===== src/rtl/mc_control_fsm_pkg.sv =====
// Shared encodings for the multi-cycle RV32I control unit: opcodes, ALU codes,
// mux selects, FSM states and the per-state Moore control word.
package mc_control_fsm_pkg;

    localparam logic [6:0] OP_LOAD   = 7'b0000011;
    localparam logic [6:0] OP_STORE  = 7'b0100011;
    localparam logic [6:0] OP_RTYPE  = 7'b0110011;
    localparam logic [6:0] OP_ITYPE  = 7'b0010011;
    localparam logic [6:0] OP_BRANCH = 7'b1100011;
    localparam logic [6:0] OP_JAL    = 7'b1101111;

    localparam logic [2:0] ALUC_ADD = 3'b000;
    localparam logic [2:0] ALUC_SUB = 3'b001;
    localparam logic [2:0] ALUC_AND = 3'b010;
    localparam logic [2:0] ALUC_OR  = 3'b011;
    localparam logic [2:0] ALUC_XOR = 3'b100;
    localparam logic [2:0] ALUC_SLT = 3'b101;

    localparam logic [1:0] ALUOP_ADD   = 2'b00;
    localparam logic [1:0] ALUOP_SUB   = 2'b01;
    localparam logic [1:0] ALUOP_FUNCT = 2'b10;

    localparam logic [1:0] IMM_I = 2'b00;
    localparam logic [1:0] IMM_S = 2'b01;
    localparam logic [1:0] IMM_B = 2'b10;

    localparam logic [1:0] RES_ALUOUT    = 2'b00;
    localparam logic [1:0] RES_DATA      = 2'b01;
    localparam logic [1:0] RES_ALURESULT = 2'b10;

    localparam logic [1:0] SRCA_PC    = 2'b00;
    localparam logic [1:0] SRCA_OLDPC = 2'b01;
    localparam logic [1:0] SRCA_RDA   = 2'b10;

    localparam logic [1:0] SRCB_RDB  = 2'b00;
    localparam logic [1:0] SRCB_IMM  = 2'b01;
    localparam logic [1:0] SRCB_FOUR = 2'b10;

    typedef enum logic [3:0] {
        S_RESET,
        S_FETCH,
        S_DECODE,
        S_MEMADR,
        S_MEMRD,
        S_MEMWB,
        S_MEMWR,
        S_EXECR,
        S_EXECI,
        S_ALUWB,
        S_BRANCH,
        S_JAL,
        S_TRAP
    } state_t;

    typedef struct packed {
        logic       adr_src;
        logic       mem_write;
        logic       reg_write;
        logic [1:0] result_src;
        logic [1:0] alu_src_a;
        logic [1:0] alu_src_b;
        logic [1:0] imm_src;
        logic [1:0] alu_op;
    } ctrl_t;

    // Moore control word for a state; anything not listed stays at zero,
    // which also makes S_RESET and S_TRAP assert no enables at all.
    function automatic ctrl_t state_ctrl(input state_t s, input logic is_store);
        ctrl_t c;
        c = '0;
        case (s)
            S_FETCH: begin
                c.alu_src_a  = SRCA_PC;
                c.alu_src_b  = SRCB_FOUR;
                c.alu_op     = ALUOP_ADD;
                c.result_src = RES_ALURESULT;
            end
            S_DECODE: begin
                c.alu_src_a = SRCA_OLDPC;
                c.alu_src_b = SRCB_IMM;
                c.imm_src   = IMM_B;
                c.alu_op    = ALUOP_ADD;
            end
            S_MEMADR: begin
                c.alu_src_a = SRCA_RDA;
                c.alu_src_b = SRCB_IMM;
                c.imm_src   = is_store ? IMM_S : IMM_I;
                c.alu_op    = ALUOP_ADD;
            end
            S_MEMRD: c.adr_src = 1'b1;
            S_MEMWB: begin
                c.result_src = RES_DATA;
                c.reg_write  = 1'b1;
            end
            S_MEMWR: begin
                c.adr_src   = 1'b1;
                c.mem_write = 1'b1;
            end
            S_EXECR: begin
                c.alu_src_a = SRCA_RDA;
                c.alu_src_b = SRCB_RDB;
                c.alu_op    = ALUOP_FUNCT;
            end
            S_EXECI: begin
                c.alu_src_a = SRCA_RDA;
                c.alu_src_b = SRCB_IMM;
                c.imm_src   = IMM_I;
                c.alu_op    = ALUOP_FUNCT;
            end
            S_ALUWB: begin
                c.result_src = RES_ALUOUT;
                c.reg_write  = 1'b1;
            end
            S_BRANCH: begin
                c.alu_src_a  = SRCA_RDA;
                c.alu_src_b  = SRCB_RDB;
                c.alu_op     = ALUOP_SUB;
                c.result_src = RES_ALUOUT;
            end
            S_JAL: begin
                c.alu_src_a  = SRCA_OLDPC;
                c.alu_src_b  = SRCB_FOUR;
                c.alu_op     = ALUOP_ADD;
                c.result_src = RES_ALUOUT;
            end
            default: c = '0;
        endcase
        return c;
    endfunction

endpackage


===== src/rtl/mc_control_fsm_alu_decoder.sv =====
// Combinational ALU decoder: turns ALUOp plus instruction fields into the
// 3-bit ALUControl code the ALU consumes.
module mc_control_fsm_alu_decoder
    import mc_control_fsm_pkg::*;
(
    input  logic [1:0] alu_op,
    input  logic [2:0] funct3,
    input  logic       funct7b5,
    input  logic       op5,
    output logic [2:0] alu_control
);

    always_comb begin
        alu_control = ALUC_ADD;
        case (alu_op)
            ALUOP_ADD: alu_control = ALUC_ADD;
            ALUOP_SUB: alu_control = ALUC_SUB;
            ALUOP_FUNCT: begin
                // funct7b5 only means SUB for register-register ops; addi ignores it
                case (funct3)
                    3'b000:  alu_control = (op5 && funct7b5) ? ALUC_SUB : ALUC_ADD;
                    3'b010:  alu_control = ALUC_SLT;
                    3'b100:  alu_control = ALUC_XOR;
                    3'b110:  alu_control = ALUC_OR;
                    3'b111:  alu_control = ALUC_AND;
                    default: alu_control = ALUC_ADD;
                endcase
            end
            default: alu_control = ALUC_ADD;
        endcase
    end

endmodule


===== src/rtl/mc_control_fsm.sv =====
// Main control FSM of the multi-cycle RV32I core: sequences fetch/decode/execute/
// memory/writeback and drives datapath enables and mux selects.
module mc_control_fsm
    import mc_control_fsm_pkg::*;
#(
    parameter bit RESET_TO_FETCH = 1'b1
) (
    input  logic       clk,
    input  logic       rst_n,
    input  logic       start,
    input  logic [6:0] op,
    input  logic [2:0] funct3,
    input  logic       funct7b5,
    input  logic       zero,
    input  logic       mem_ready,
    output logic       PCWrite,
    output logic       AdrSrc,
    output logic       MemWrite,
    output logic       IRWrite,
    output logic       RegWrite,
    output logic [1:0] ResultSrc,
    output logic [1:0] ALUSrcA,
    output logic [1:0] ALUSrcB,
    output logic [1:0] ImmSrc,
    output logic [2:0] ALUControl,
    output logic       illegal_instr
);

    state_t state;
    state_t state_nxt;
    ctrl_t  ctrl;
    logic   branch_taken;

    always_comb begin
        state_nxt = state;
        case (state)
            S_RESET:  if (RESET_TO_FETCH || start) state_nxt = S_FETCH;
            S_FETCH:  if (mem_ready) state_nxt = S_DECODE;
            S_DECODE: begin
                case (op)
                    OP_LOAD, OP_STORE: state_nxt = S_MEMADR;
                    OP_RTYPE:          state_nxt = S_EXECR;
                    OP_ITYPE:          state_nxt = S_EXECI;
                    OP_BRANCH:         state_nxt = S_BRANCH;
                    OP_JAL:            state_nxt = S_JAL;
                    default:           state_nxt = S_TRAP;
                endcase
            end
            S_MEMADR: state_nxt = (op == OP_STORE) ? S_MEMWR : S_MEMRD;
            S_MEMRD:  if (mem_ready) state_nxt = S_MEMWB;
            S_MEMWB:  state_nxt = S_FETCH;
            S_MEMWR:  if (mem_ready) state_nxt = S_FETCH;
            S_EXECR:  state_nxt = S_ALUWB;
            S_EXECI:  state_nxt = S_ALUWB;
            S_ALUWB:  state_nxt = S_FETCH;
            S_BRANCH: state_nxt = S_FETCH;
            S_JAL:    state_nxt = S_ALUWB;
            S_TRAP:   state_nxt = S_TRAP;
            default:  state_nxt = S_RESET;
        endcase
    end

    // The control word is registered for the state being entered, so it lines up
    // with that state and an async reset clears every enable immediately.
    always_ff @(posedge clk or negedge rst_n) begin
        if (!rst_n) begin
            state         <= S_RESET;
            ctrl          <= '0;
            illegal_instr <= 1'b0;
        end else begin
            state <= state_nxt;
            ctrl  <= state_ctrl(state_nxt, op == OP_STORE);
            if (state_nxt == S_TRAP) begin
                illegal_instr <= 1'b1;
            end
        end
    end

    // Fetch and branch enables depend on same-cycle memory/ALU feedback.
    assign branch_taken = ((funct3 == 3'b000) && zero) || ((funct3 == 3'b001) && !zero);
    assign IRWrite      = (state == S_FETCH) && mem_ready;
    assign PCWrite      = IRWrite || (state == S_JAL) || ((state == S_BRANCH) && branch_taken);

    assign AdrSrc    = ctrl.adr_src;
    assign MemWrite  = ctrl.mem_write;
    assign RegWrite  = ctrl.reg_write;
    assign ResultSrc = ctrl.result_src;
    assign ALUSrcA   = ctrl.alu_src_a;
    assign ALUSrcB   = ctrl.alu_src_b;
    assign ImmSrc    = ctrl.imm_src;

    mc_control_fsm_alu_decoder u_alu_decoder (
        .alu_op      (ctrl.alu_op),
        .funct3      (funct3),
        .funct7b5    (funct7b5),
        .op5         (op[5]),
        .alu_control (ALUControl)
    );

endmodule


===== config.mk =====
export PLATFORM = sky130hd
export DESIGN_NAME = mc_control_fsm
export DESIGN_NICKNAME = d
export VERILOG_FILES = /design/src/rtl/mc_control_fsm_pkg.sv /design/src/rtl/mc_control_fsm_alu_decoder.sv /design/src/rtl/mc_control_fsm.sv
export SDC_FILE = /design/constraint.sdc
export NUM_CORES = 1
export LEC_CHECK = 0
export BUFFER_PORTS_ARGS = -buffer_cell sky130_fd_sc_hd__buf_2
export CORE_MARGIN = 2
export CORE_UTILIZATION = 48
export CTS_CLUSTER_DIAMETER = 80
export DETAILED_ROUTE_END_ITERATION = 8
export PLACE_DENSITY = 0.77
export SETUP_SLACK_MARGIN = 0.4
export SYNTH_ARGS = -nofsm -noshare
export SYNTH_HDL_FRONTEND = slang
export SYNTH_SLANG_ARGS = --single-unit

===== constraint.sdc =====
create_clock -name clk -period 5.4 [get_ports clk]
set_input_delay 0.27 -clock clk [delete_from_list [all_inputs] [get_ports clk]]
set_output_delay 0.27 -clock clk [all_outputs]
set_load 0.03 [all_outputs]

# Yosys cells after proc, flatten, opt, wreduce, memory -nomap -nowiden
# Index checks and enable logic that the tools add are counted.
# classes
n_eq_ne	37
n_mux	17
reduce_logical	19
# ops
cell	count
$eq A4 B4 Y1 const B	10
$pmux W4 S5	2
$eq A4 B3 Y1 const B	8
$pmux W4 S8	1
$eq A4 B2 Y1 const B	4
$pmux W3 S5	1
$eq A7 B6 Y1 const B	2
$eq A7 B7 Y1 const B	2
$mux W4	3
$pmux W2 S2	3
$reduce_or A2 Y1	6
$eq A3 B3 Y1 const B	3
$eq A4 B1 Y1 const B	2
$eq A7 B2 Y1 const B	1
$eq A7 B5 Y1 const B	1
$pmux W3 S2	1
$logic_and A1 B1 Y1	5
$mux W1	5
$logic_not A4 Y1	1
$reduce_or A4 Y1	1
$eq A3 B1 Y1 const B	1
$eq A3 B2 Y1 const B	1
$logic_not A3 Y1	1
$logic_or A1 B1 Y1	3
other kinds (5)	5
# totals
regBits	18

# Depth between registers and ports, before layout
# Gate-level depths: netlist (run 1).
# depth
depth_word	7
mapped_depth	7
mapped_depth_nobuf	6

# Modules after synthesis
# Synthesis (run 1) repeated with hierarchy kept, for this count alone.
# hier_totals
hier_cells	107
hier_area_um2	1091.0
# by_module_without_submodules
module	n_inst	cells_each	area_per_inst_um2	seq_area_each_um2
mc_control_fsm	1	95	992.2	450.4
mc_control_fsm_alu_decoder	1	12	98.8	0.0

# Worst setup path after synthesis (run 1)
# OpenSTA, ideal clock, no wires.
# synth_timing
kind	reg2reg
start	reg state[0]
end	reg ctrl (netlist bit ALUSrcB[0])
arrival_ps	1651
t_required_ps	5271
slack_ps	3620
path_stages_with_launch	6
path_buffers	1
period_less_slack_ps	1780
path_cell_list	dfrtp_1 -> buf_6 -> or4b_4 -> o31a_4 -> a31oi_1 -> o31ai_1
# synth_via
elab_chain_cells	6
word_cells_on_any_way	29
# synth_rtl
item	line_no	rtl
start: declaration	mc_control_fsm.sv:29	state_t state;
start signal: assignment	mc_control_fsm.sv:71	state <= state_nxt;
$eq A4 B4 Y1 (tied with other cells)	mc_control_fsm.sv:36	case (state)
$reduce_or A4 Y1 (no source line) / $reduce_or A3 Y1 (equally long branches)	n/a	
$pmux W4 S8 *	mc_control_fsm.sv:36	
$eq A4 B4 Y1 (tied with other cells)	mc_control_fsm_pkg.sv:71	case (s)
$reduce_or A2 Y1 (no source line)	n/a	
$pmux W4 S5 *	mc_control_fsm_pkg.sv:71	
end signal: assignment	mc_control_fsm.sv:72	ctrl <= state_ctrl(state_nxt, op == OP_STORE);
end: declaration	mc_control_fsm.sv:31	ctrl_t ctrl;
# Every way passes the cells marked *; elsewhere a longest branch is shown, timed or not.
# A chain may end at the register's enable or synchronous reset.

# Worst setup path in the final report (run 1)
# layout_timing
start	reg state[3]
end	reg ctrl (netlist bit ALUSrcB[1])
# layout_via
elab_chain_cells	6
word_cells_on_any_way	29
# layout_rtl
item	line_no	rtl
$eq A4 B4 Y1 (tied with other cells)	mc_control_fsm.sv:36	
$reduce_or A4 Y1 (no source line) / $reduce_or A3 Y1 (equally long branches)	n/a	
$pmux W4 S8 *	mc_control_fsm.sv:36	
via state_nxt[3]	mc_control_fsm.sv:30	state_t state_nxt;
$eq A4 B4 Y1 (tied with other cells)	mc_control_fsm_pkg.sv:71	
$reduce_or A2 Y1 (no source line)	n/a	
$pmux W4 S5 *	mc_control_fsm_pkg.sv:71	
# Mark *: on every way through the listed nets, which the timed path passes. The rest lies on a longest branch.

==> results of run 1 <==
==> report_power, final <==
group | internal (mW) | leakage (nW) | switching [mW]
clock network | 0.0410 | 0.0210 | 0.0405
registers | 0.176 | 0.233 | 0.0415
logic | 0.111 | 0.311 | 0.198
==> logic make-up after synthesis <==
family | Yosys count | synth area share (%)
simple gates | 45 | 25.0
mux | 1 | 1.04
buf+inv | 16 | 10.3
compound gates | 23 | 18.1
flops | 18 | 41.7
fa+ha+maj | 2 | 2.31
xor+xnor | 2 | 1.62
==> stage by stage <==
stage | instances | cell area [um^2] | hold slack, ns | worst slack [ns]
finish | 159 | 1230 | 0.289 | 3.40
floorplan | 107 | 1080 | -0.0256 | 3.62
detailed placement | 154 | 1180 | 0.224 | 3.43
CTS | 159 | 1230 | 0.282 | 3.42
global placement | 154 | 1180 | 0.212 | 3.46
global route | 159 | 1230 | 0.283 | 3.29
==> area by class of cell <==
cell class / count / area, um^2 / area share (%)
repair buffers: 32 / 165 / 13.5
multi-input cells: 73 / 519 / 42.3
clock buffers: 4 / 36.3 / 2.96
well taps: 28 / 35.0 / 2.86
flip-flops and latches: 18 / 450 / 36.7
inverters: 4 / 20.0 / 1.63
==> metal layers <==
metal | GRT usage [%] | vias up
met5 | 0 | -
met4 | 8.77 | 0
met3 | 2.05 | 2
met2 | 26.9 | 28
met1 | 22.5 | 399
li1 | - | 430
==> cell usage in the layout (no fill, tap or decap), drive strengths merged, types with 4 or more instances in the layout <==
master  instances
buf            31
nor2           11
o21ai           5
nor3b           4
nand2           5
nor3            6
clkbuf          4
dfrtp          18
==> worst max-delay path by stage <==
stage	startpoint	endpoint	slack, ns	cells after the start
final	state[3]	ALUSrcB[1]	3.40	4
after global placement	state[3]	ALUSrcB[0]	3.46	4
after detailed placement	state[3]	ALUSrcB[0]	3.43	4
after global routing	state[0]	ctrl[1]	3.29	4
after floorplan	state[0]	ALUSrcB[0]	3.62	5
after CTS	state[3]	ALUSrcB[0]	3.42	4
==> repair_timing <==
item                       CTS  global route
hold endpoints to repair    18             0
resized for setup            0             0
hold buffers                 1             0
setup endpoints to repair    0             0
==> state kept, by name, summed over array words and instances (netlist names) <==
name	count
ALUSrcA	2
AdrSrc	1
illegal_instr	1
ImmSrc	2
ALUSrcB	2
RegWrite	1
ctrl	2
state	4
ResultSrc	2
MemWrite	1
==> worst max-delay path, stage by stage (launching register included) <==
cell      delay (ns)
dfrtp_1         0.52
or4b_4          0.64
o211ai_4        0.33
mux2_1          0.36
nor2_1          0.09
==> metrics.cfg, run 1 <==
[run_status]
outcome=complete, no violations

[clocking]
clkTransAtPathRegs_ns=0.10
cts.sinks=18
postCtsSetupBuffers=0
clockRootBuffer=clkbuf_4
clock_insertion_delay_worst_skew_ns=0.29
clock_tree.buffer_depth=2
cts_tree=yes
cts-buffers-inserted=3
ctsHtreeMaxLevel=1

[hold_path]
worst_hold_startpoint=mem_ready
holdCritPathClass=in -> reg
hold_path_depth=2
holdPathEnd=ResultSrc[0]

[die]
floorplan.initialDensity_pct=49.8
io_pins=33
num_rows=17
die-width_um=51.5
core-area_mm2=0.00217
die_height_um=51.5
overall_die_area_mm2=0.00265

[place]
detailedPlacementHpwl_um=1550
place.port_buffers=31
globalplace.congestion=0.829

[pwr]
power_density_over_the_cells_mw_per_mm2=496
max-vdd-ir-drop_mv=0.218
leakage_nw=0.565
total_power_mw=0.608

[detailed_routing]
drt_first_pass_iters=4
dr.first_iter.drc_count=23
detail_route.wirelength.met1_um=942
detail_route.wirelength_um=2050
top_metal_used=met4
vias_per_cell=5.40
avgRoutedWirePerCell_um=12.9
detailroute.via_count=859
met2RoutedLength_um=991
route.met3.wl_um=89
ant_nets=0
route.detailed.drc=0

[synthesis]
postSynth.topFlopCell=dfrtp_1
synth_edf_count=0
netlist-cell-type-count=47
postSynthRegisterBits=18
synth_area_per_cell_um2=10.1
yosysMostFrequentCell=dfrtp_1
yosys.area.top_type_share_pct=41.7
cell_types_occupying_the_most_area_after_synthesis=dfrtp_1 (42%), buf_4 (6.9%), nor2_1 (3.5%)
synth-async-reset-ratio_pct=100
synth_area_leader_cell=dfrtp_1
synthesis.nets=125
synth_warnings=0
syn_area_mm2=0.00108
syn-instance-count=107
post_synth_most_frequent_cells=dfrtp_1 (18), buf_4 (10), nor2_1 (10)
sequential_fraction_of_the_synthesis_area_pct=41.7

[critical_path]
r2r_start=state[3]
setup.worst_path.end_class=flop
timing.rr.end=ALUSrcB[1]
worstSetupPathType=reg -> reg
critical_path_data_arrival_time_ns=2.22
regToRegSetupSlack_ns=3.40
data_required_time_at_the_worst_endpoint_ns=5.62
worst_case_reg_to_reg_path_depth=4
timing.critical_path.fanout_max=12
element_type_at_the_critical_path_start=flop

[timing]
timing.final.max_slew_violations=0
final.setup.tns_ns=0
fin_skew_ns=0.00344
timing_hold_violations_final=0
maxSlewHeadroom_pct=60.7
max_freq_mhz=500
finalCritPeriodShare_pct=37.0
post-route-min-period_ns=2.00
worst_pin_slew_ns=0.585
setup_viol=0
grt_setup_unrepaired=no

[global_routing]
grt_antenna_before_repair=0
grt_pass1_vias=789
track_usage_pct=16.9
grt_first_pass_wirelength_um=3340
grt_start_max_net_pins=19
global_route.overflow_total=0

[finish]
utilization_pct=56.5
fillerInstances=207
n_antenna_cell=0
nets=150
share_of_cells_above_drive_strength_1_pct=35.1
layout-area-overhead-vs-synth_pct=13.4

[flow_run]
timing.max_cap.violations=0

(Power assumes the default switching activity.)
==> run 2, diff against run 1 <==
Settings changed: CORE_UTILIZATION 48 to 45, PLACE_DENSITY 0.77 to 0.76.
Clock period 5.4 ns to 1.7 ns, I/O delays scaled along.
==> run 2 against run 1 <==
  * The flow now finishes with violations (negative setup slack)
  * Highest routed layer unchanged
  * Power grew to 4.2 times the previous value
  * First-iteration DRC count shrank 17%
  * Sequential power grew to 2.8 times the previous value
  * Cell area grew 28%
  * Combinational power grew to 5.4 times the previous value
  * Critical endpoint unchanged
  * Largest cell class unchanged
  * Cell count grew 12%
  * Global-route usage grew 3.1 points
  * Largest power group unchanged
  * Register-to-register slack lost 3.5 ns
  * Clock power grew to 3.4 times the previous value
==> metrics.cfg, run 2 (same netlist as run 1, synthesis figures left out) <==
[critical_path]
timing.rr.end=ALUSrcB[1]
timing.critical_path.fanout_max=6
data_required_time_at_the_worst_endpoint_ns=1.94
regToRegSetupSlack_ns=-0.07
worstSetupPathType=reg -> reg
cp_num_cells=4
critical_path_data_arrival_time_ns=2.02
r2r_start=state[1]
critical_path.startpoint=state[1]
element_type_at_the_critical_path_start=flop
setup.worst_path.end_class=flop
worstSetupEndpoint=ALUSrcB[1]
critPathTopFamily=simple AND/OR/NAND/NOR gates
timing.critical_path.cells=or4b_4 > o211ai_4 > mux2_4 > nor2_1
timing.critical_path.slowest_cell_delay_ns=0.55
worst_path_slowest_cell=or4b_4
worst_case_reg_to_reg_path_depth=4
buf_inv_stages_crit_path=0

[place]
place.port_buffers=31
detailedPlacementHpwl_um=1790
globalplace.congestion=0.804

[die]
floorplan.initialDensity_pct=48.4
io_pins=33
core-area_mm2=0.00223
die-width_um=53.0
die_height_um=53.0
overall_die_area_mm2=0.00281
num_rows=17

[detailed_routing]
detailroute.via_count=944
avgRoutedWirePerCell_um=15.0
vias_per_cell=5.30
ant_nets=0
detail_route.wirelength_um=2670
route.detailed.drc=0
dr.first_iter.drc_count=19
drt_first_pass_iters=4

[timing]
grt_setup_unrepaired=yes
fin_skew_ns=0.00145
post-route-min-period_ns=1.77
timing_hold_violations_final=0
setup_viol=5
finalHoldWorstSlack_ns=0.0852
maxSlewHeadroom_pct=56.3
max_freq_mhz=564
final.setup.tns_ns=-0.200
worst_pin_slew_ns=0.651
finalCritPeriodShare_pct=104
timing.final.max_slew_violations=0
setup_slack_ns=-0.0740

[clocking]
clkTransAtPathRegs_ns=0.11
ctsHtreeMaxLevel=1
clock_insertion_delay_worst_skew_ns=0.30
cts_tree=yes
clockRootBuffer=clkbuf_4
cts.sinks=18
clock_tree.buffer_depth=2
cts-buffers-inserted=3

[run_status]
failed_checks=negative setup slack
outcome=finished, violations left

[hold_path]
holdCritPathClass=in -> reg
hold_path_depth=2

[finish]
layout.cells.most_common_list=buf_2 (26), dfrtp_1 (18), buf_4 (15)
nets=169
n_antenna_cell=0
share_of_cells_above_drive_strength_1_pct=56.0
mostFrequentLayoutCell=buf_2
layout-area-overhead-vs-synth_pct=44.7
max_reg_flops=4
regMostFlops=state

[global_routing]
grt_pass1_vias=893
grt_start_max_net_pins=19
track_usage_pct=20.0
global_route.overflow_total=0
grt_antenna_before_repair=0
grt_first_pass_wirelength_um=3930

[pwr]
leakage_nw=0.693
power_density_over_the_cells_mw_per_mm2=1630
max-vdd-ir-drop_mv=1.02

[flow_run]
timing.max_cap.violations=0

-- run 2: changes by cell type in the layout (fill, tap and decap cells not counted), sizes merged --
cell	before	now
buf	31	50
-- run 2: how the worst min path moves through the flow --
stage                    from       endpoint  slack [ns]
floorplan               rst_n     ALUSrcA[0]       -0.21
global placement        rst_n  illegal_instr        0.04
detailed placement      rst_n      ImmSrc[0]        0.04
CTS                 mem_ready   ResultSrc[0]        0.06
global route        mem_ready   ResultSrc[0]        0.09
finish              mem_ready   ResultSrc[0]        0.09
-- run 2: cell type report --
class | count | area, um^2
inverter | 4 | 20.0
timing repair buffer | 51 | 354
multi-input combinational | 73 | 668
fill | 176 | 669
sequential | 18 | 450
tap | 28 | 35.0
clock buffer | 4 | 36.3
-- run 2: repair_timing --
| action | CTS | global route |
|---|---|---|
| setup buffers | 4 | 3 |
| hold endpoints to repair | 18 | 0 |
| hold buffers | 1 | 0 |
| pin swaps | 0 | 8 |
| setup endpoints to repair | 19 | 20 |
| gates resized for setup | 17 | 21 |
-- run 2: metal layers --
metal,track usage [%],up-vias,share of wire (%)
li1,-,468,-
met3,2.54,4,3.4
met4,10.3,0,1.9
met5,0,-,0
met1,23.7,445,42
met2,35.2,27,53
-- run 2: power by group --
group	switching (mW)	internal [mW]	total, mW
sequential	0.0555	0.561	0.617
combinational	0.935	0.722	1.66
clock	0.145	0.131	0.276
-- run 2: stage by stage --
| stage | setup WS [ns] | power [mW] | cell area (um^2) | instances | util [%] |
|---|---|---|---|---|---|
| 2_1_floorplan | -0.0236 | 1.60 | 1100 | 107 | - |
| 3_3_place_gp | -0.00913 | 1.82 | 1290 | 166 | 57.6 |
| 3_5_place_dp | -0.0686 | 1.86 | 1290 | 166 | 57.6 |
| 4_1_cts | -0.0522 | 2.29 | 1430 | 175 | 64.1 |
| 5_1_grt | -0.121 | 2.70 | 1560 | 178 | 70.0 |
| 6_report | -0.0740 | 2.55 | 1560 | 178 | 70.0 |
-- run 2: worst register-to-register path, cell delays in order, from the launching register on --
cell and delay, ns:
dfrtp_1 0.45, or4b_4 0.55, o211ai_4 0.30, mux2_4 0.33, nor2_1 0.08
==> run 3, diff against run 2 <==
Settings changed: ABC_AREA set to 1, CAP_MARGIN set to 20, CORE_UTILIZATION 45 to 46, MAX_ROUTING_LAYER set to met4, PLACE_DENSITY 0.76 to 0.77.
==> run 3 against run 2 <==
  * The run still ends with negative setup slack left
  * Count of clock-buffer cells in the layout stayed put
  * Wire length is 49% higher
  * Non-clock buffer count increased by 6
  * Worst setup slack better by 0.023 ns
  * Cell area increased by 14%
  * Clock power is essentially flat
  * Sequential power is 15% higher
  * Cell count rose by 33%
  * Largest power group unchanged
  * Critical path depth grew 8
  * Worst hold slack better by 0.029 ns
  * Area after synthesis up 7.2%
  * Sequential share of layout area shrank 3.2 points
==> metrics.cfg, run 3 <==
[pwr]
seq_power_share_pct=22.6
power_frac_comb_pct=68.7
power_report.internal_total_mw=1.60
pwr-share-clk_pct=8.8
net-switching-power_mw=1.54
max-vdd-ir-drop_mv=1.25
power_density_over_the_cells_mw_per_mm2=1770
net_switching_fraction_of_the_power_pct=48.9
leakage_nw=0.929

[global_routing]
grt_first_pass_wirelength_um=4660
grt_start_max_net_pins=19
global_route.overflow_total=0
track_usage_pct=22.9
grt_pass1_vias=1184
grt_antenna_before_repair=0

[hold_path]
worst_hold_startpoint=op[6]
holdCritPathClass=in -> reg

[timing]
setup_viol=3
grt_setup_unrepaired=yes
post-route-min-period_ns=1.75
finalCritPeriodShare_pct=103
max_freq_mhz=571
finalHoldWorstSlack_ns=0.115
fin_skew_ns=0.00489
maxSlewHeadroom_pct=73.3
timing.final.max_slew_violations=0
final.setup.tns_ns=-0.0866
setup_slack_ns=-0.0505
timing_hold_violations_final=0
worst_pin_slew_ns=0.400

[detailed_routing]
avgRoutedWirePerCell_um=16.8
ant_nets=0
route.detailed.drc=0
drt_first_pass_iters=4
dr.first_iter.drc_count=52
detailroute.via_count=1294
detail_route.wirelength_um=3990
vias_per_cell=5.46

[critical_path]
buf_inv_stages_crit_path=2
critical_path.startpoint=state[2]
timing.critical_path.cells=nor2_1 > nand2_1 > buf_4 > nand3_1 > nand2_2 > nor2_4 > nand2_4 > inv_4 > nand2_4 > nor2_4 > nor2_2 > nand2_1
critPathTopFamily=simple AND/OR/NAND/NOR gates
timing.critical_path.slowest_cell_delay_ns=0.49
element_type_at_the_critical_path_start=flop
worstSetupPathType=reg -> reg
data_required_time_at_the_worst_endpoint_ns=1.94
setup.worst_path.end_class=flop
critical_path_data_arrival_time_ns=1.99
timing.critical_path.fanout_max=5
worst_path_slowest_cell=dfrtp_2
r2r_start=state[2]

[clocking]
cts_tree=yes
ctsHtreeMaxLevel=1
clkTransAtPathRegs_ns=0.11
clock_insertion_delay_worst_skew_ns=0.30
clock_tree.buffer_depth=2
cts-buffers-inserted=3
clockRootBuffer=clkbuf_4
cts.sinks=18

[synthesis]
cell_types_occupying_the_most_area_after_synthesis=dfrtp_1 (39%), nand2_1 (11%), nor2_1 (9.1%)
syn-instance-count=154
postSynth.topFlopCell=dfrtp_1
synth_edf_count=0
netlist-cell-type-count=27
synth-async-reset-ratio_pct=100
postSynthRegisterBits=18
sequential_fraction_of_the_synthesis_area_pct=38.9
post_synth_most_frequent_cells=nand2_1 (34), nor2_1 (28), dfrtp_1 (18)
synth_warnings=0
yosys.area.top_type_share_pct=38.9
synthesis.nets=172
yosysMostFrequentCell=nand2_1
synth_area_leader_cell=dfrtp_1
synth_area_per_cell_um2=7.52
syn_area_mm2=0.00116

[die]
die_height_um=54.2
io_pins=33
num_rows=18
floorplan.initialDensity_pct=47.6
core-area_mm2=0.00243
die-width_um=54.2
overall_die_area_mm2=0.00294

[finish]
finalNonFillerCells=237
nets=226
n_antenna_cell=0
share_of_cells_above_drive_strength_1_pct=58.0
max_reg_flops=4
layout-area-overhead-vs-synth_pct=53.6
layout.cells.most_common_list=nand2_1 (26), buf_2 (26), buf_4 (20)
regMostFlops=state

[place]
place.port_buffers=31
detailedPlacementHpwl_um=1960
globalplace.congestion=0.795
placed_cells_incl_taps=208

[run_status]
outcome=finished, violations left
failed_checks=negative setup slack

[flow_run]
timing.max_cap.violations=0

-- run 3: changes by cell type in the layout (fill, tap and decap cells not counted), sizes merged, moves of 3 or more --
| cell | change |
|---|---|
| nor3 | -3 |
| o31ai | -3 |
| nand2 | +38 |
| nand3 | +8 |
| nor2b | -3 |
| inv | +17 |
| buf | +6 |
| nor3b | -4 |
| o21ai | -4 |
| nor2 | +23 |
-- run 3: metal layers --
metal  track usage (%)  part of all wire (%)  vias to the layer above
met5                 -                     0                        -
met4              12.5                   4.5                        0
met3              4.72                   5.9                       21
met2              43.8                    53                       80
met1              20.6                    36                      616
li1                  -                     -                      577
-- run 3: area by class of cell --
| type | count | area [um^2] |
|---|---|---|
| multi-input combinational | 108 | 764 |
| inverter | 20 | 82.6 |
| tap | 30 | 37.5 |
| timing repair buffer | 57 | 403 |
| clock buffer | 4 | 36.3 |
| sequential | 18 | 455 |
| fill | 160 | 653 |
-- run 3: stage by stage --
stage	instance area [um^2]	util [%]	setup WS, ns	power, mW
5_1_grt	1780	73.1	-0.112	3.29
3_3_place_gp	1310	53.9	0.134	1.84
4_1_cts	1560	64.2	0.106	2.55
6_report	1780	73.1	-0.0505	3.14
2_1_floorplan	1170	-	0.258	1.67
3_5_place_dp	1310	53.9	0.0577	1.88
-- run 3: path summary, 6_finish.rpt --
check / end / depth (start not counted) / slack (ns)
setup / recovery: ALUSrcA[1] / 12 / -0.05
hold / removal: ImmSrc[0] / 4 / 0.11
setup reg to reg: ALUSrcA[1] / 12 / -0.05
hold reg to reg: illegal_instr / 1 / 0.48
max in group asynchronous: state[1] / 2 / 1.16
min in group asynchronous: ctrl[1] / 2 / 0.23
-- run 3: what timing repair did --
action | 4_1_cts | 5_1_grt
gates resized for setup | 24 | 45
pin swaps | 21 | 23
endpoints found under the setup margin | 20 | 22
hold endpoints to repair | 18 | 0
setup buffers | 18 | 6
hold buffers | 1 | 0
-- run 3: cells by family after synthesis --
| logic type | count (synthesis) | synth area share [%] |
|---|---|---|
| xor+xnor | 1 | 0.756 |
| flops | 18 | 38.9 |
| fa+ha+maj | 2 | 2.16 |
| simple gates | 96 | 41.6 |
| compound gates | 9 | 4.75 |
| buf+inv | 28 | 11.9 |
-- run 3: worst register-to-register path: stages (launching register included) --
cell and delay (ns):
dfrtp_2 0.49, nor2_1 0.13, nand2_1 0.12, buf_4 0.17, nand3_1 0.09, nand2_2 0.08
nor2_4 0.13, nand2_4 0.08, inv_4 0.08, nand2_4 0.07, nor2_4 0.14, nor2_2 0.06
nand2_1 0.08
-- run 3: power by group through the flow --
| stage | Clock (mW) | Sequential, mW | Combinational (mW) |
|---|---|---|---|
| finish | 0.275 | 0.709 | 2.16 |
| global route | 0.298 | 0.716 | 2.28 |
| CTS | 0.255 | 0.675 | 1.62 |
| detailed placement | 0 | 0.676 | 1.20 |
| global placement | 0 | 0.671 | 1.17 |
| floorplan | 0 | 0.721 | 0.950 |
